==> config.mk <==
export PLATFORM = sky130hd
export DESIGN_NAME = parking_slot_ctrl_flat
export DESIGN_NICKNAME = d
export VERILOG_FILES = /design/src/rtl/parking_slot_ctrl_if.sv /design/src/rtl/parking_slot_ctrl.sv /design/src/flat_wrapper.sv
export SDC_FILE = /design/constraint.sdc
export NUM_CORES = 1
export LEC_CHECK = 0
export CAP_MARGIN = 15
export CORE_MARGIN = 1.5
export CORE_UTILIZATION = 60
export DETAILED_ROUTE_END_ITERATION = 16
export DONT_BUFFER_PORTS = 1
export PLACE_DENSITY = 0.74
export SLEW_MARGIN = 20
export SYNTH_ARGS = -nofsm -noshare
export SYNTH_HDL_FRONTEND = slang
export SYNTH_SLANG_ARGS = --single-unit
export TNS_END_PERCENT = 5
==> constraint.sdc <==
create_clock -name clk -period 4.17 [get_ports clk]
set_clock_uncertainty 0.1 [all_clocks]
set_input_delay 0.6255 -clock clk [delete_from_list [all_inputs] [get_ports clk]]
set_output_delay 0.6255 -clock clk [all_outputs]
set_load 0.005 [all_outputs]
==> src/rtl/parking_slot_ctrl_if.sv <==
`default_nettype none
// ============================================================================
// Module   : parking_slot_ctrl_if
// Brief    : Sensor request / gate-and-count status bundle for parking_slot_ctrl
// Revision : 1.0
// ============================================================================
interface parking_slot_ctrl_if;
    logic       entry_req;
    logic       exit_req;
    logic       gate_open;
    logic [3:0] free_slots;
    logic       count_valid;
    logic       full;
    logic       reject;

    modport master (
        output entry_req,
        output exit_req,
        input  gate_open,
        input  free_slots,
        input  count_valid,
        input  full,
        input  reject
    );

    modport slave (
        input  entry_req,
        input  exit_req,
        output gate_open,
        output free_slots,
        output count_valid,
        output full,
        output reject
    );
endinterface
`default_nettype wire

==> src/rtl/parking_slot_ctrl.sv <==
`default_nettype none
// ============================================================================
// Module   : parking_slot_ctrl
// Brief    : Entry/exit barrier sequencer with timed gate window and free-slot count
// Revision : 1.0
// ============================================================================
module parking_slot_ctrl #(
    parameter int CAPACITY    = 12,
    parameter int GATE_CYCLES = 8
) (
    input  wire logic           clk,
    input  wire logic           rst,
    parking_slot_ctrl_if.slave  bus
);

    typedef enum logic [1:0] {
        IDLE  = 2'd0,
        ENTER = 2'd1,
        LEAVE = 2'd2
    } state_t;

    localparam logic [3:0] c_capacity  = 4'(CAPACITY);
    localparam logic [7:0] c_gate_load = 8'(GATE_CYCLES - 1);

    state_t     state_q,       state_d;
    logic [7:0] timer_q,       timer_d;
    logic [3:0] free_q,        free_d;
    logic       pend_in_q,     pend_in_d;
    logic       pend_out_q,    pend_out_d;
    logic       reject_q,      reject_d;
    logic       gate_open_q,   gate_open_d;
    logic       count_valid_q, count_valid_d;
    logic       entry_q;
    logic       exit_q;

    logic       w_entry_edge;
    logic       w_exit_edge;
    logic       w_entry_src;
    logic       w_exit_src;

    assign w_entry_edge = bus.entry_req & ~entry_q;
    assign w_exit_edge  = bus.exit_req  & ~exit_q;
    assign w_entry_src  = w_entry_edge | pend_in_q;
    assign w_exit_src   = w_exit_edge  | pend_out_q;

    always_comb begin
        state_d    = state_q;
        timer_d    = timer_q;
        free_d     = free_q;
        // Edges arriving in any state latch into a depth-1 pending flag
        pend_in_d  = pend_in_q  | w_entry_edge;
        pend_out_d = pend_out_q | w_exit_edge;
        reject_d   = 1'b0;

        case (state_q)
            IDLE: begin
                // Departures win so a full lot can always drain
                if (w_exit_src) begin
                    pend_out_d = 1'b0;
                    if (free_q < c_capacity) begin
                        state_d = LEAVE;
                        timer_d = c_gate_load;
                    end else begin
                        reject_d = 1'b1;
                    end
                end else if (w_entry_src) begin
                    pend_in_d = 1'b0;
                    if (free_q != 4'd0) begin
                        state_d = ENTER;
                        timer_d = c_gate_load;
                    end else begin
                        reject_d = 1'b1;
                    end
                end
            end
            ENTER: begin
                if (timer_q == 8'd0) begin
                    state_d = IDLE;
                    free_d  = free_q - 4'd1;
                end else begin
                    timer_d = timer_q - 8'd1;
                end
            end
            LEAVE: begin
                if (timer_q == 8'd0) begin
                    state_d = IDLE;
                    free_d  = free_q + 4'd1;
                end else begin
                    timer_d = timer_q - 8'd1;
                end
            end
            default: begin
                state_d = IDLE;
            end
        endcase

        gate_open_d   = (state_d != IDLE);
        count_valid_d = (state_d == IDLE);
    end

    always_ff @(posedge clk) begin
        // Sensor history tracks the inputs even in reset so a held level is not an edge
        entry_q <= bus.entry_req;
        exit_q  <= bus.exit_req;
        if (rst) begin
            state_q       <= IDLE;
            timer_q       <= 8'd0;
            free_q        <= c_capacity;
            pend_in_q     <= 1'b0;
            pend_out_q    <= 1'b0;
            reject_q      <= 1'b0;
            gate_open_q   <= 1'b0;
            count_valid_q <= 1'b1;
        end else begin
            state_q       <= state_d;
            timer_q       <= timer_d;
            free_q        <= free_d;
            pend_in_q     <= pend_in_d;
            pend_out_q    <= pend_out_d;
            reject_q      <= reject_d;
            gate_open_q   <= gate_open_d;
            count_valid_q <= count_valid_d;
        end
    end

    assign bus.gate_open   = gate_open_q;
    assign bus.count_valid = count_valid_q;
    assign bus.free_slots  = free_q;
    assign bus.full        = (free_q == 4'd0);
    assign bus.reject      = reject_q;

endmodule
`default_nettype wire

==> src/flat_wrapper.sv <==
// flat-port wrapper written by rule: the top's interface ports become plain ports
module parking_slot_ctrl_flat 
#(
    parameter int CAPACITY    = 12,
    parameter int GATE_CYCLES = 8
)
  (clk, rst, bus_entry_req, bus_exit_req, bus_gate_open, bus_free_slots, bus_count_valid, bus_full, bus_reject);
  parking_slot_ctrl_if bus_i ();
  input  wire logic clk;
  input  wire logic rst;
  input wire logic [$bits(bus_i.entry_req)-1:0] bus_entry_req;
  input wire logic [$bits(bus_i.exit_req)-1:0] bus_exit_req;
  output wire logic [$bits(bus_i.gate_open)-1:0] bus_gate_open;
  output wire logic [$bits(bus_i.free_slots)-1:0] bus_free_slots;
  output wire logic [$bits(bus_i.count_valid)-1:0] bus_count_valid;
  output wire logic [$bits(bus_i.full)-1:0] bus_full;
  output wire logic [$bits(bus_i.reject)-1:0] bus_reject;
  assign bus_i.entry_req = bus_entry_req;
  assign bus_i.exit_req = bus_exit_req;
  assign bus_gate_open = bus_i.gate_open;
  assign bus_free_slots = bus_i.free_slots;
  assign bus_count_valid = bus_i.count_valid;
  assign bus_full = bus_i.full;
  assign bus_reject = bus_i.reject;
  parking_slot_ctrl #(.CAPACITY(CAPACITY), .GATE_CYCLES(GATE_CYCLES)) u_core (.clk(clk), .rst(rst), .bus(bus_i));
endmodule
== Word level (Yosys, flattened, before mapping) ==
Index checks and enable logic that the tools add are counted.
Storage, ports and cells
  register bits after elaboration: 21
  output and inout port bits: 8
Operators by class
  add/sub/neg operators: 3
  order comparisons: 1
  equal/unequal tests: 8
  muxes and demuxes: 21
  bitwise operators: 7
  reduce and logical (&&, ||, !) cells: 13
Operators with widths (number)
  $mux 8: 5
  $pmux 8 s2: 1
  $mux 2: 5
  $logic_not 8->1: 1
  $mux 4: 2
  $pmux 4 s2: 1
  $sub 8x1->8 const B: 1
  $mux 1: 6
  $ne 3x1->1 const B: 2
  $reduce_bool 2->1: 3
  $reduce_or 2->1: 3
  $reduce_and 5->1: 1
  $add 4x1->4 const B: 1
  $logic_not 2->1: 2
  $logic_not 4->1: 1
  $lt 4x4->1 const B: 1
  $ne 2x1->1 const B: 2
  $pmux 2 s2: 1
  $reduce_bool 4->1: 1
  $sub 4x1->4 const B: 1
  $ne 3x3->1 const B: 1
  $not 1->1: 3
  $reduce_and 3->1: 1
  $and 1x1->1: 2
  other kinds (4): 5

== Depth between registers and ports, before layout ==
Gate-level depths: netlist of the first run.
  depth after elaboration: 7
  gate-level depth with buffers: 9
  gate-level depth less buffers: 9

== Worst setup path after synthesis of the first run ==
Ideal clock, no wire load.
  path kind: input to register
  start: input bus_exit_req
  end: register u_core.timer_q[4]
  arrival: 1.899 ns
  slack: 2.054 ns
  stages on the path: 6
  path buffers: 1
  cells stage by stage: nor2b_1 -> a2111o_1 -> a21oi_2 -> buf_2 -> a21oi_1 -> a31o_2
Between the ends
  word-level cells in the longest chain between the ends: 4
Ends and longest elaborated chain
  start: declaration: line flat_wrapper.sv:12  | input wire logic [$bits(bus_i.exit_req)-1:0] bus_exit_req;
  $and 1x1->1 (*): line parking_slot_ctrl.sv:42  | assign w_exit_edge = bus.exit_req & ~exit_q;
  $or 1x1->1 (*): line parking_slot_ctrl.sv:44  | assign w_exit_src = w_exit_edge | pend_out_q;
  $ne 3x1->1 (no line) (tied with other cells)
  $reduce_and 5->1 (no line) or $pmux 8 s2 (tied branches)
  end signal: assignment: line parking_slot_ctrl.sv:116  | timer_q <= timer_d;
  end: declaration: line parking_slot_ctrl.sv:26  | logic [7:0] timer_q, timer_d;
Mark *: on every way between the ends. The rest lies on a longest branch, timed or not.
A chain may end at the register's enable or synchronous reset.

== Worst setup path in the final report of the first run ==
  start: register u_core.state_q[0]
  end: register u_core.gate_open_q, in the netlist u_core.bus.gate_open
Between the ends
  word-level cells in the longest chain between the ends: 5
Ends and longest elaborated chain
  start: declaration: line parking_slot_ctrl.sv:25  | state_t state_q, state_d;
  start signal: assignment: line parking_slot_ctrl.sv:115  | state_q <= state_d;
  $mux 2: line parking_slot_ctrl.sv:68  | if (free_q != 4'd0) begin
  $mux 2: line parking_slot_ctrl.sv:66  | end else if (w_entry_src) begin
  $mux 2: line parking_slot_ctrl.sv:58  | if (w_exit_src) begin
  $pmux 2 s2 (*): line parking_slot_ctrl.sv:55  | case (state_q)
  $reduce_bool 2->1 (*): line parking_slot_ctrl.sv:97  | gate_open_d = (state_d != IDLE);
  end signal: assignment: line parking_slot_ctrl.sv:121  | gate_open_q <= gate_open_d;
  end: declaration: line parking_slot_ctrl.sv:31  | logic gate_open_q, gate_open_d;
Marks and branches as above.

==> flow_summary.yaml, run 1 <==
drt:
  post_drt_wl_per_cell_um: 14.1
  drc: 0
  vias_per_cell: 6.13
  drt-total-wl_mm: 2.12
  first_pass_iters: 4
  ant_nets: 0
  vias: 920
  drtIter0Drc: 25
timing:
  totalNegativeSetupSlack_ps: 0
  finalCritPeriodShare_pct: 54.3
  timing.hold.ws_ps: 251
  tightest_slew_ps: 607
  max_freq_mhz: 442
  relSlewSlack_pct: 59.5
  rsz0062_at_grt: "no"
  fin_crit_ps: 2260
  hold_viol: 0
  final-max-slew-violation-count: 0
  finalSetupViolCount: 0
global_routing:
  grt.total_usage_pct: 21.5
  antenna_found_initial: 0
  grt_max_degree: 23
  grt_pass1_wl_mm: 3.42
  overflow: 0
  grt_pass1_vias: 827
logic_synthesis:
  seq_area_frac_synth_pct: 36.7
  synthFlopType: "dfxtp_1"
  synth.distinct_cells: 49
  synth_area_per_cell_um2: 9.16
  netlist_area_mm2: 0.00114
  synthArstFlopShare_pct: 0
  synth_nets: 138
  ys_warn_count: 0
  syn_inst: 125
  synth_edf_count: 0
  ys_seq_elements: 21
clock_network:
  h-tree-depth: 1
  numCtsBuffers: 3
  clockBufferDepth: 2
  ctsHoldBuffers: 0
  path_clk_slew_ps: 120
  insertion_delay_ps: 290
  cts-root-buf: "clkbuf_4"
  cts_resized: 0
  cts_sinks: 21
  cts_tree: "yes"
  post-cts-setup-buffers: 0
worst_setup_path:
  crit_buf_inv: 2
  slowest_delay_ps: 500
  worstPathMaxFanout: 11
  slowest_stage: "ha_1"
  cp_cell_sequence: "inv_1 -> ha_1 -> inv_1 -> a21oi_1 -> a21oi_1 -> a2111oi_2 -> or2_1"
  path_delay_family: "compound AO/OA/AOI/OAI gates"
  cp.arrival_ps: 2410
  worst_setup_path_start_kind: "register"
  worst-setup-path-type: "reg -> reg"
  crit_path_end_kind: "register"
  crit_required_ps: 4310
die:
  core_mm2: 0.00176
  row_count: 15
  die-height_um: 46.7
  ios: 12
  die-area_mm2: 0.00218
  fp.dieW_um: 46.7
  initial_utilization_pct: 64.9
cells_and_area:
  drive_gt1_share_pct: 11.2
  design_area_mm2: 0.00118
  nNetsFinal: 139
  final_common_cell: "dfxtp_1"
  most-common-layout-cells: "21 x dfxtp_1, 10 x inv_1, 9 x a21oi_1"
  syn_to_final_growth_pct: 3.50
  num_antenna_cells: 0
power:
  peakVddDrop_mv: 0.235
  power.density_mw_per_mm2: 425
  p_leak_nw: 0.457
outcome:
  status: "finished, final reports clean"
min_path:
  min-delay-path-class: "in -> reg"
placement:
  numPortBuffers: 0
  dp_hpwl_mm: 1.57
  routabilityCongestion: 0.838
  placed_area_mm2: 0.00116
job:
  max_cap_violations: 0
area by class of cell:
cell class              count  area (um^2)
inverters                  10         37.5
multi-input cells          90          669
flip-flops and latches     21          420
well taps                  25         31.3
clock buffers               4         26.3
fillers                   157          579
cell families (layout without fill, tap and decap cells):
| logic type | after synthesis | in the layout | share of synthesized area (%) |
|---|---|---|---|
| simple gates | 40 | 40 | 21.0 |
| compound gates | 37 | 37 | 23.8 |
| flops | 21 | 21 | 36.7 |
| buf+inv | 14 | 14 | 4.81 |
| fa+ha+maj | 9 | 9 | 10.5 |
| xor+xnor | 3 | 3 | 2.30 |
| mux | 1 | 1 | 0.874 |
flip-flops by register name, indices dropped and copies added (netlist names):
| signal | flops |
|---|---|
| u_core.timer_q | 8 |
| u_core.bus.free_slots | 4 |
| u_core.state_q | 2 |
| u_core.bus.count_valid | 1 |
| u_core.bus.gate_open | 1 |
| u_core.bus.reject | 1 |
| u_core.entry_q | 1 |
| u_core.exit_q | 1 |
| u_core.pend_in_q | 1 |
| u_core.pend_out_q | 1 |
final timing paths:
check	from	endpoint	slack (ps)	cells after the start
worst max register to register	u_core.state_q[0]$_SDFF_PP0_	u_core.bus.gate_open$_SDFF_PP0_	1910	7
worst max-delay path	u_core.state_q[0]$_SDFF_PP0_	u_core.bus.gate_open$_SDFF_PP0_	1910	7
worst min-delay path	bus_exit_req	u_core.exit_q$_DFF_P_	250	0
worst min register to register	u_core.timer_q[0]$_SDFFE_PP0P_	u_core.timer_q[0]$_SDFFE_PP0P_	420	1
power breakdown:
part | total [W] | internal, W | switching, W
combinational | 0.000162 | 0.0000679 | 0.0000942
clock | 0.0000964 | 0.0000372 | 0.0000592
sequential | 0.000245 | 0.000221 | 0.0000239
metrics by stage:
| stage | setup slack, ps | util, % | std cells | total power [W] |
|---|---|---|---|---|
| global placement | 1830 | 65.7 | 146 | 0.000404 |
| floorplan | 2050 | - | 125 | 0.000380 |
| global route | 1710 | 67.2 | 150 | 0.000533 |
| finish | 1910 | 67.2 | 150 | 0.000504 |
| CTS | 1910 | 67.2 | 150 | 0.000505 |
| detailed placement | 1790 | 65.7 | 146 | 0.000410 |
per-layer routing:
layer  up-vias  global-route usage [%]  share of wire, %
met5         -                       0                 0
met4         0                    5.00              0.80
met3         4                    3.14               3.8
met2        25                    34.7                46
met1       432                    30.2                49
li1        459                       -                 -
worst register-to-register path, stage by stage, from the launching register on:
cell and delay [ps]:
dfxtp_1 380, inv_1 90, ha_1 500, inv_1 100, a21oi_1 350, a21oi_1 100, a2111oi_2 440, or2_1 160
cells in the mapped netlist, types with 2 or more instances:
cell type	n	area, um^2
dfxtp_1	21	420
inv_1	10	37.5
a21oi_1	9	45.0
ha_1	8	100
nor2_1	8	30.0
nand2_1	7	26.3
nand2b_1	6	37.5
nor3_1	4	20.0
o21ai_0	4	20.0
o31ai_1	3	22.5
a211o_1	2	17.5
a311oi_1	2	17.5
buf_2	2	10.0
clkbuf_1	2	7.51
o41ai_1	2	17.5
xnor2_1	2	17.5
Power figures use the tool's default switching activity.
==> inputs of run 2 (changes only) <==
==> constraint.sdc (replaced) <==
create_clock -name clk -period 2.33 [get_ports clk]
set_clock_uncertainty 0.1 [all_clocks]
set_input_delay 0.3495 -clock clk [delete_from_list [all_inputs] [get_ports clk]]
set_output_delay 0.3495 -clock clk [all_outputs]
set_load 0.005 [all_outputs]
==> run 2 against run 1 <==
- die area unchanged
- sequential share of layout area fell by 2.3 points
- critical path depth grew 2
- core utilization is 5.0 points higher
- routed wire length grew 8.4%
- non-clock buffer count is 9 higher
- largest cell class unchanged
- largest power group unchanged
- highest routed layer unchanged
==> flow_summary.yaml, run 2 (same netlist as run 1, synthesis figures left out) <==
worst_setup_path:
  cp.arrival_ps: 2300
  crit_path_end_kind: "register"
  path_delay_family: "adder cells"
  crit_buf_inv: 2
  cp_cell_sequence: "inv_1 -> ha_1 -> inv_1 -> ha_1 -> a21o_1 -> a21oi_1 -> xnor2_1 -> nor3_1 -> or3b_1"
  slowest_stage: "dfxtp_2"
  worst_setup_path_start_kind: "register"
  crit_required_ps: 2440
  slowest_delay_ps: 370
  worstPathMaxFanout: 3
  worst-setup-path-type: "reg -> reg"
power:
  clkPwrFrac_pct: 19.0
  peakVddDrop_mv: 0.595
  p_leak_nw: 0.504
  p_int_w: 0.000601
  p_sw_w: 0.000335
  pwr-share-comb_pct: 35.0
  power.density_mw_per_mm2: 735
  pwr-share-seq_pct: 45.9
  p_sw_share_pct: 35.8
die:
  row_count: 15
  die-height_um: 46.7
  ios: 12
  die-area_mm2: 0.00218
  initial_utilization_pct: 64.9
  fp.dieW_um: 46.7
  core_mm2: 0.00176
timing:
  final-max-slew-violation-count: 0
  fin_ws_ps: 144
  finalSetupViolCount: 0
  tightest_slew_ps: 482
  rsz0062_at_grt: "yes"
  relSlewSlack_pct: 67.6
  max_freq_mhz: 458
  hold_viol: 0
  timing.hold.ws_ps: 19.0
  finalCritPeriodShare_pct: 93.8
  fin_crit_ps: 2190
  totalNegativeSetupSlack_ps: 0
drt:
  first_pass_iters: 4
  post_drt_wl_per_cell_um: 14.5
  top_layer_used: "met4"
  routed-wl-met2_mm: 1.03
  wl_met1_mm: 1.09
  vias: 972
  drc: 0
  drt-total-wl_mm: 2.30
  dr_wl_met3_um: 150
  ant_nets: 0
  vias_per_cell: 6.11
  drtIter0Drc: 28
clock_network:
  insertion_delay_ps: 310
  cts-root-buf: "clkbuf_4"
  cts_tree: "yes"
  h-tree-depth: 1
  post-cts-setup-buffers: 0
  path_clk_slew_ps: 120
  clockBufferDepth: 2
  numCtsBuffers: 3
  cts_sinks: 21
cells_and_area:
  regArea_um2: 422
  largest_reg_flops: 8
  most-common-layout-cells: "20 x dfxtp_1, 10 x inv_1, 9 x a21oi_1"
  stdcell_count: 159
  top_register: "u_core.timer_q"
  num_antenna_cells: 0
  nNetsFinal: 148
  fillers: 146
  drive_gt1_share_pct: 15.7
  multi_input_area_um2: 677
  final_common_cell: "dfxtp_1"
  syn_to_final_growth_pct: 11.1
placement:
  pre_cts_ws_ps: 124
  numPortBuffers: 0
  routabilityCongestion: 0.915
  dp_hpwl_mm: 1.58
  dp.cells: 151
global_routing:
  grt.total_usage_pct: 24.3
  grt_pass1_wl_mm: 3.66
  antenna_found_initial: 0
  overflow: 0
  grt_max_degree: 16
  grt_pass1_vias: 849
outcome:
  status: "finished, final reports clean"
min_path:
  min-delay-path-class: "in -> reg"
job:
  max_cap_violations: 0
## run 2: path summary, 6_finish.rpt
path                                  startpoint                                    end  slack [ps]  cells after the start
setup / recovery    u_core.state_q[0]$_SDFF_PP0_  u_core.bus.free_slots[3]$_SDFFE_PP1P_         140                      9
hold / removal                               rst           u_core.state_q[0]$_SDFF_PP0_          20                      1
setup reg to reg    u_core.state_q[0]$_SDFF_PP0_  u_core.bus.free_slots[3]$_SDFFE_PP1P_         140                      9
hold reg to reg   u_core.timer_q[7]$_SDFFE_PP0P_         u_core.timer_q[7]$_SDFFE_PP0P_         430                      2
## run 2: cell type report
class	count	area share, %
Multi-Input combinational cell	90	53.2
Sequential cell	21	33.1
Timing Repair Buffer	9	6.10
Inverter	10	2.95
Tap cell	25	2.46
Clock buffer	3	1.77
Clock inverter	1	0.393
## run 2: routing by layer
layer / GRT usage, % / vias up
met4: 15.6 / 0
met5: 0 / -
li1: - / 480
met1: 32.8 / 439
met2: 34.4 / 48
met3: 5.49 / 5
## run 2: timing repair
action | CTS | global route
endpoints found under the hold margin | 10 | 1
hold buffers | 3 | 1
resized for setup | 0 | 2
endpoints found under the setup margin | 0 | 2
## run 2: metrics by stage
step                      total power, W  utilization [%]  cell area [um^2]
after global routing            0.000996             72.1              1270
after global placement          0.000739             67.8              1200
after CTS                       0.000928             71.1              1250
after floorplan                 0.000680                -              1140
final                           0.000936             72.1              1270
after detailed placement        0.000746             67.8              1200
## run 2: power by group through the flow
stage	logic (W)	registers, W	clock network [W]
floorplan	0.000243	0.000438	0
global placement	0.000303	0.000436	0
detailed placement	0.000311	0.000436	0
CTS	0.000318	0.000428	0.000182
global route	0.000368	0.000434	0.000194
finish	0.000328	0.000430	0.000178
